[src/rtl/hex_display_scanner.sv]
// hex_display_scanner: time-multiplexed driver for a bank of common-anode 7-segment digits.
// Optional blink gating is compiled in when HEX_DISPLAY_SCANNER_BLINK_EN is defined.
module hex_display_scanner #(
  parameter int NUM_DIGITS = 4,
  parameter int SCAN_DIV   = 1024,
  parameter int GAP_CYCLES = 16,
  parameter int BLINK_BITS = 6
) (
  input  logic                    clock,
  input  logic                    resetn,
  input  logic                    load_valid,
  input  logic [4*NUM_DIGITS-1:0] load_data,
  output logic                    load_ready,
  input  logic                    lz_en,
  input  logic                    blink,
  output logic [NUM_DIGITS-1:0]   digit_an,
  output logic [6:0]              seg,
  output logic                    frame_tick
);
  localparam int VAL_W   = 4 * NUM_DIGITS;
  localparam int IDX_W   = (NUM_DIGITS > 1) ? $clog2(NUM_DIGITS) : 1;
  localparam int CNT_MAX = (SCAN_DIV > GAP_CYCLES) ? SCAN_DIV : GAP_CYCLES;
  localparam int CNT_W   = (CNT_MAX > 1) ? $clog2(CNT_MAX) : 1;

  localparam logic [CNT_W-1:0] SCAN_LAST = CNT_W'(SCAN_DIV - 1);
  localparam logic [CNT_W-1:0] GAP_LAST  = CNT_W'((GAP_CYCLES > 0) ? GAP_CYCLES - 1 : 0);
  localparam logic [IDX_W-1:0] IDX_LAST  = IDX_W'(NUM_DIGITS - 1);
  localparam bit               NO_GAP    = (GAP_CYCLES == 0);

  typedef enum logic [1:0] {SHOW, GAP, ADVANCE} state_t;

  state_t             state, state_n;
  logic [CNT_W-1:0]   cnt, cnt_n;
  logic [IDX_W-1:0]   idx, idx_n;
  logic [VAL_W-1:0]   shadow, buffer;
  logic               pending, pending_n;
  logic               xfer, boundary, blank, force_off;
  logic [3:0]         nibble;
  logic [NUM_DIGITS-1:0] an_n;
  logic [6:0]         seg_n;

  function automatic logic [6:0] hex_to_7seg(input logic [3:0] h);
    case (h)
      4'h0:    return 7'b1000000;
      4'h1:    return 7'b1111001;
      4'h2:    return 7'b0100100;
      4'h3:    return 7'b0110000;
      4'h4:    return 7'b0011001;
      4'h5:    return 7'b0010010;
      4'h6:    return 7'b0000010;
      4'h7:    return 7'b1111000;
      4'h8:    return 7'b0000000;
      4'h9:    return 7'b0010000;
      4'hA:    return 7'b0001000;
      4'hB:    return 7'b0000011;
      4'hC:    return 7'b1000110;
      4'hD:    return 7'b0100001;
      4'hE:    return 7'b0000110;
      default: return 7'b0001110;
    endcase
  endfunction

  assign xfer      = load_valid && load_ready;
  assign boundary  = (state == ADVANCE) && (idx == IDX_LAST);
  // Transfers and commits are mutually exclusive: a transfer needs pending low, a commit needs it high.
  assign pending_n = xfer ? 1'b1 : (boundary ? 1'b0 : pending);
  assign nibble    = shadow[{idx, 2'b00} +: 4];

  always_comb begin
    state_n = state;
    cnt_n   = cnt;
    idx_n   = idx;
    case (state)
      SHOW: begin
        if (cnt == SCAN_LAST) begin
          cnt_n   = '0;
          state_n = NO_GAP ? ADVANCE : GAP;
        end else begin
          cnt_n = cnt + 1'b1;
        end
      end
      GAP: begin
        if (cnt == GAP_LAST) begin
          cnt_n   = '0;
          state_n = ADVANCE;
        end else begin
          cnt_n = cnt + 1'b1;
        end
      end
      default: begin
        idx_n   = (idx == IDX_LAST) ? '0 : idx + 1'b1;
        state_n = SHOW;
      end
    endcase
  end

  // A digit is blanked only when it and every more significant nibble are zero.
  always_comb begin
    blank = 1'b0;
    if (lz_en && (idx != '0)) begin
      blank = 1'b1;
      for (int j = 1; j < NUM_DIGITS; j++) begin
        if ((j >= int'(idx)) && (shadow[4*j +: 4] != 4'h0)) blank = 1'b0;
      end
    end
  end

  always_comb begin
    an_n  = '1;
    seg_n = 7'h7F;
    if ((state == SHOW) && !blank && !force_off) begin
      an_n  = ~(NUM_DIGITS'(1) << idx);
      seg_n = hex_to_7seg(nibble);
    end
  end

  always_ff @(posedge clock or negedge resetn) begin
    if (!resetn) begin
      state      <= SHOW;
      cnt        <= '0;
      idx        <= '0;
      shadow     <= '0;
      buffer     <= '0;
      pending    <= 1'b0;
      load_ready <= 1'b1;
      frame_tick <= 1'b0;
      digit_an   <= '1;
      seg        <= 7'h7F;
    end else begin
      state      <= state_n;
      cnt        <= cnt_n;
      idx        <= idx_n;
      frame_tick <= boundary;
      if (xfer) buffer <= load_data;
      if (boundary && pending) shadow <= buffer;
      pending    <= pending_n;
      load_ready <= !pending_n;
      digit_an   <= an_n;
      seg        <= seg_n;
    end
  end

`ifdef HEX_DISPLAY_SCANNER_BLINK_EN
  logic [BLINK_BITS-1:0] frame_cnt;

  always_ff @(posedge clock or negedge resetn) begin
    if (!resetn)       frame_cnt <= '0;
    else if (boundary) frame_cnt <= frame_cnt + 1'b1;
  end

  assign force_off = blink && frame_cnt[BLINK_BITS-1];
`else
  logic unused_blink;
  assign unused_blink = blink & (BLINK_BITS > 0);
  assign force_off    = 1'b0;
`endif

endmodule
[config.mk]
export PLATFORM = sky130hd
export DESIGN_NAME = hex_display_scanner
export DESIGN_NICKNAME = d
export VERILOG_FILES = /design/src/rtl/hex_display_scanner.sv
export SDC_FILE = /design/constraint.sdc
export NUM_CORES = 1
export LEC_CHECK = 0
export BUFFER_PORTS_ARGS = -buffer_cell sky130_fd_sc_hd__buf_2
export CORE_UTILIZATION = 31
export DETAILED_ROUTE_END_ITERATION = 8
export MAX_ROUTING_LAYER = met4
export PLACE_DENSITY = 0.5
export SYNTH_ARGS = -nofsm -noshare
export SYNTH_HDL_FRONTEND = slang
export SYNTH_SLANG_ARGS = --single-unit
[constraint.sdc]
create_clock -name clock -period 2.91 [get_ports clock]
set_input_delay 0.291 -clock clock [delete_from_list [all_inputs] [get_ports clock]]
set_output_delay 0.291 -clock clock [all_outputs]
set_load 0.05 [all_outputs]
### Word level (Yosys, flattened, before mapping)

Memories as Yosys holds them, arrays and structs flattened.
Index checks and enable logic that the tools add are counted.
W data, S select, Z words.

* register bits after elaboration: 60
* ROM bits: 112
* bits of input ports: 21
* logic and storage cells: 57
* memories: 1

* shift-type cells: 2
* $lt $le $gt $ge: 2
* bitwise logic cells: 1
* equal/unequal tests: 7
* multiplexer cells: 15
* $add $sub $neg: 2
* reductions and logical operators: 17

Memories
* (no name shown): depth 16, bits a word 7, rd ports 1, clocked after memory_dff 0, wr ports 0, line 43 `case (h)`

Operators with widths (number)
* $mux W10: 2
* $pmux W10 S2: 1
* $shiftx A16 B5 Y4: 1
* $reduce_bool A4 Y1: 3
* $add A10 B1 Y10 const B: 1
* $eq A10 B10 Y1 const B: 1
* $eq A10 B4 Y1 const B: 1
* $logic_and A1 B1 Y1: 7
* $mux W7: 1
* $mux W1: 6
* $mux W2: 3
* $eq A2 B2 Y1 const B: 2
* $mux W4: 1
* $ne A2 B2 Y1 const B: 2
* $not A4 Y4: 1
* $pmux W2 S2: 1
* $reduce_bool A2 Y1: 2
* $shl A1 B2 Y4 const A: 1
* $add A2 B1 Y2 const B: 1
* $eq A2 B1 Y1 const B: 1
* $ge A1 B2 Y1 const A: 1
* $ge A2 B2 Y1 const A: 1
* $logic_not A1 Y1: 2
* $logic_not A2 Y1: 1
* other kinds (2): 2

### Longest topological paths before layout

* depth after elaboration: 9
* mapped depth: 8
* gate-level depth less buffers: 6

### Worst setup path after synthesis

OpenSTA, ideal clock, no wires.

* path type: flip-flop to flip-flop
* from: register idx[0]
* to: register seg[2]
* arrival: 1.967 ns
* clock period less this slack: 2.066 ns
* path slack: 0.844 ns
* setup time: 0.098 ns
* path buffers: 1
* cell stages (with the launch flop): 7
* path through: dfrtp_1 clkinv_1 ha_1 or4b_1 o41a_1 buf_6 o311ai_1

* longest elaborated chain between the ends: 9

RTL lines
* from (decl): line 34 `logic [IDX_W-1:0] idx, idx_n;`
* from (signal assigned): line 132 `idx <= idx_n;`
* parallel branches: the longest is 8 deep, another holds $mem_v2 Z16 W7
* $mux W7 (*): line 111 `if ((state == SHOW) && !blank && !force_off) begin`
* net seg_n[2]: line 40 `logic [6:0] seg_n;`
* to (signal assigned): line 139 `seg <= seg_n;`
* to (decl): line 17 `output logic [6:0] seg,`

Mark *: on every way through the listed nets, which the timed path passes.
A chain may end at the register's enable or synchronous reset.

### Worst setup path after layout

Same ends and word-level chain as after synthesis.

==> impl_table.tex <==
\begin{tabular}{lr}
\hline
Metric & Value \\
\hline
\multicolumn{2}{l}{\textbf{Pwr}} \\
Worst IR Drop VDD & about 0.22 mV \\
Sequential cell fraction of total power & between 50 and 60\% \\
Cell-internal power & about 1300 uW \\
Switching power of the nets & roughly 340 uW \\
Total power density per cell area & about 490 nW/um\^{}2 \\
Lkg Pwr & 0.00160 uW \\
Part of the total power dissipated in combinational logic & roughly 1.8\% \\
Part of the total power dissipated in the clock network & between 40 and 50\% \\
Sw frac & about a fifth \\
\multicolumn{2}{l}{\textbf{Layout}} \\
Post-layout instance count excluding filler cells & 370 \\
Final net count & between 200 and 300 \\
N\_diodes & 0 \\
Filler instances & 859 \\
Fraction of layout instances using a drive strength above 1 & 40.1\% \\
Register cell area after layout & $\sim$1500 um\^{}2 \\
Area growth from synthesis to layout & 16.2\% \\
Combined area of the multi-input logic cells & 1230 um\^{}2 \\
\multicolumn{2}{l}{\textbf{Global routing}} \\
Initial antenna violation count & 0 \\
Maximum number of pins on one net before global-route repair & 47 \\
Total track usage & around an eighth \\
First-pass GRT wire length & a little over 9000 um \\
Sum of overflow across all layers after global routing & 0 \\
Via count of the first global-routing pass & 1,822 \\
\multicolumn{2}{l}{\textbf{Timing}} \\
Final critical path time including I/O delays and setup & 2.42 ns \\
Hold violation total from the final report & 0 \\
Total negative slack & 0 ns \\
Worst-margin pin slew & a little over 1 ns \\
Share of the clock period used by the worst path after layout & a little over four fifths \\
Max transition margin & a little under a third \\
Largest clock skew in the final design & 0.00813 ns \\
Setup repair after global routing missed its margin & no \\
Worst-case hold slack & $\sim$0.14 ns \\
Upper clock frequency limit & 413 MHz \\
Max-slew violation count & 0 \\
Setup violators final & 0 \\
\multicolumn{2}{l}{\textbf{Worst setup path}} \\
Cells traversed along the worst timing path & clkinv\_1 > ha\_1 > or4b\_1 > o41a\_1 > o311ai\_1 \\
Delay contributed by the slowest stage of the critical path & about 0.57 ns \\
Data arrival time at the worst-slack endpoint & approximately 2.7 ns \\
Maximum fanout along the worst path & 10 \\
Crit path max-delay cell type & o41a\_1 \\
Endpoint class of the critical path & flip-flop \\
Combined buffer and inverter count along the critical path & 1 \\
Data required time of the worst path & about 3.2 ns \\
Category of the most critical setup path & reg2reg \\
Crit start category & flip-flop \\
Gate family responsible for the most delay along the worst path & compound AO/OA/AOI/OAI gates \\
\multicolumn{2}{l}{\textbf{Drt}} \\
Total wire length & between 5000 and 6000 um \\
Via count of the routed design & roughly 1,700 \\
Number of remaining DRC errors & 0 \\
Length of the first detailed-routing pass in iterations & 4 \\
Via density per instance & between 4 and 5 \\
Post-route ant nets & 0 \\
DRC violation total after the first TritonRoute iteration & 45 \\
Final routed wire length divided by cell count & $\sim$14 um \\
\multicolumn{2}{l}{\textbf{CTS}} \\
Setup repair bufs after CTS & 0 \\
Clock tree from TritonCTS & built \\
Clock buffers created by TritonCTS & 9 \\
Cell at the root of the clock tree & clkbuf\_8 \\
Max H-tree Level & 3 \\
Number of gates given a new drive strength after cts & 0 \\
Clock transition at path regs & 0.07 ns \\
Insertion delay of the later-clocked pin in the worst-skew pair & about 0.33 ns \\
Clock tree buffer depth & 2 \\
Clk sinks & 60 \\
Number of hold-repair buffers added at the cts stage & 0 \\
\multicolumn{2}{l}{\textbf{Place}} \\
Buffers on Ports & 32 \\
Detailed placer's ending HPWL & around 3600 um \\
Placed cell count & around 350 \\
Routability Congestion & between 0.7 and 0.8 \\
\multicolumn{2}{l}{\textbf{Yosys}} \\
Avg Cell Area, Syn & around 13 um\^{}2 \\
Post-Synthesis Cell Area & 2840 um\^{}2 \\
Yosys warning count & 0 \\
Post-Synthesis Net Count & around 250 \\
Number of distinct standard cells referenced by the synthesized netlist & 42 \\
Number of storage elements in the synthesis netlist & 60 \\
Post-synthesis cell count & between 200 and 250 \\
Share of synthesized area occupied by flip-flops and latches & between 50\% and 60\% \\
\multicolumn{2}{l}{\textbf{Die}} \\
DIE AREA & 9560 um\^{}2 \\
Rows & 34 \\
Die span in x & between 90 and 100 um \\
Starting Density & $\sim$32\% \\
Die outline height & slightly below 100 um \\
Core Footprint & around 8800 um\^{}2 \\
\# IOs & 34 \\
\multicolumn{2}{l}{\textbf{Hold path}} \\
Type of the most critical hold path & in2async \\
\multicolumn{2}{l}{\textbf{Flow run}} \\
Maximum Capacitance Violations & 0 \\
\multicolumn{2}{l}{\textbf{Status}} \\
Run status & complete, no violations \\
\hline
\end{tabular}
## state kept, by name (all words and copies together), names as in the netlist
signal,count
buffer,16
state,2
load_ready,1
frame_tick,1
digit_an,4
pending,1
seg,7
shadow,16
cnt,10
idx,2
## routing by layer
layer,up-vias,share of wire (%),GRT usage (%),wire [um]
met4,0,1.8,6.29,95
met2,38,45,18.5,2320
met5,-,0,-,0
li1,855,-,-,-
met1,832,49,16.7,2530
met3,8,4.5,3.65,234
## through the flow
step	power [uW]	instance area (um^2)	worst slack, ns	utilization (%)
3_5_place_dp	881	3100	0.504	35.2
3_3_place_gp	881	3100	0.546	35.2
4_1_cts	1650	3300	0.487	37.5
2_1_floorplan	850	2840	0.844	-
6_report	1620	3300	0.486	37.5
5_1_grt	1690	3300	0.303	37.5
## Yosys cell counts
master,number,area (um^2)
a21oi_4,1,16.3
xor2_1,8,70.1
clkbuf_1,1,3.75
nand2_1,16,60.1
nor3_1,4,20.0
nand2b_1,1,6.26
buf_2,3,15.0
xnor2_1,4,35.0
nand3_1,9,45.0
nand4b_1,2,17.5
o21ai_1,1,5.00
dfrtp_1,48,1200
buf_6,3,33.8
nor2b_1,2,12.5
nor4b_1,4,35.0
a211oi_2,1,12.5
nor2_1,14,52.6
and2_4,1,8.76
o311ai_1,1,8.76
nand4_1,1,6.26
o211ai_2,1,12.5
o221ai_1,1,8.76
clkinv_8,1,16.3
dfstp_2,12,315
or4b_1,1,10.0
nor4_1,2,12.5
nand4_2,1,12.5
or2_2,1,6.26
or4_4,1,11.3
inv_1,6,22.5
o22ai_1,1,6.26
clkinv_1,1,3.75
a211oi_1,1,7.51
mux2i_1,5,50.1
o21ai_0,7,35.0
mux4_1,2,52.6
mux2_2,33,372
mux4_2,2,45.0
ha_1,12,150
o41a_1,1,11.3
nor3_2,1,10.0
o31ai_1,1,7.51
## final timing paths
check / slack, ns / end / depth (start not counted) / start
worst min register to register: 0.50 / shadow[7] / 1 / buffer[7]
max in group asynchronous: 1.97 / digit_an[0] / 2 / resetn
worst max register to register: 0.49 / seg[2] / 5 / idx[0]
worst max-delay path: 0.49 / seg[2] / 5 / idx[0]
min in group clock: 0.18 / buffer[6] / 2 / load_data[6]
worst min-delay path: 0.14 / buffer[0] / 1 / resetn
## power groups by stage
stage / clock, uW / combinational (uW) / sequential [uW]
3_5_place_dp: 0 / 31.6 / 850
4_1_cts: 781 / 31.5 / 835
5_1_grt: 822 / 35.5 / 834
6_report: 757 / 29.6 / 835
2_1_floorplan: 0 / 0.375 / 850
3_3_place_gp: 0 / 31.4 / 850
## kinds of logic (layout without fill, tap and decap cells)
logic type	count (synthesis)	in the layout	share of synthesized area (%)
AOI/OAI and AO/OA	17	17	4.62
xor gates and xnor gates	12	12	3.70
adders and majority gates	12	12	5.28
buffers and inverters	15	58	3.34
DFF	60	60	53.3
muxes	42	42	18.3
and+or+nand+nor	61	61	11.5
## worst reg2reg max path, delay by kind of cell (launching register included)
kind	cells	cell delay, ns
AOI/OAI and AO/OA	2	0.72
buffers and inverters	1	0.28
DFF	1	0.50
and+or+nand+nor	1	0.53
adders and majority gates	1	0.30
## layout make-up
type,instances,area share (%)
Clock buffer,12,4.70
Clock inverter,4,1.44
Inverter,8,1.29
Multi-Input combinational cell,144,37.3
Sequential cell,60,45.9
Tap cell,108,4.09
Timing Repair Buffer,34,5.30
## placed cells by master, fill, tap and decap left out, drive strengths merged, types with 2 or more instances in the layout
| cell | netlist | routed |
|---|---|---|
| a211oi | 2 | 2 |
| buf | 6 | 34 |
| clkbuf | 1 | 12 |
| clkinv | 2 | 4 |
| dfrtp | 48 | 48 |
| dfstp | 12 | 12 |
| ha | 12 | 12 |
| inv | 6 | 6 |
| mux2 | 33 | 33 |
| mux2i | 5 | 5 |
| mux4 | 4 | 4 |
| nand2 | 16 | 16 |
| nand3 | 9 | 9 |
| nand4 | 2 | 2 |
| nand4b | 2 | 2 |
| nor2 | 14 | 14 |
| nor2b | 2 | 2 |
| nor3 | 5 | 5 |
| nor4 | 2 | 2 |
| nor4b | 4 | 4 |
| o21ai | 8 | 8 |
| xnor2 | 4 | 4 |
| xor2 | 8 | 8 |
No activity file was read; power rests on OpenSTA's default activity.
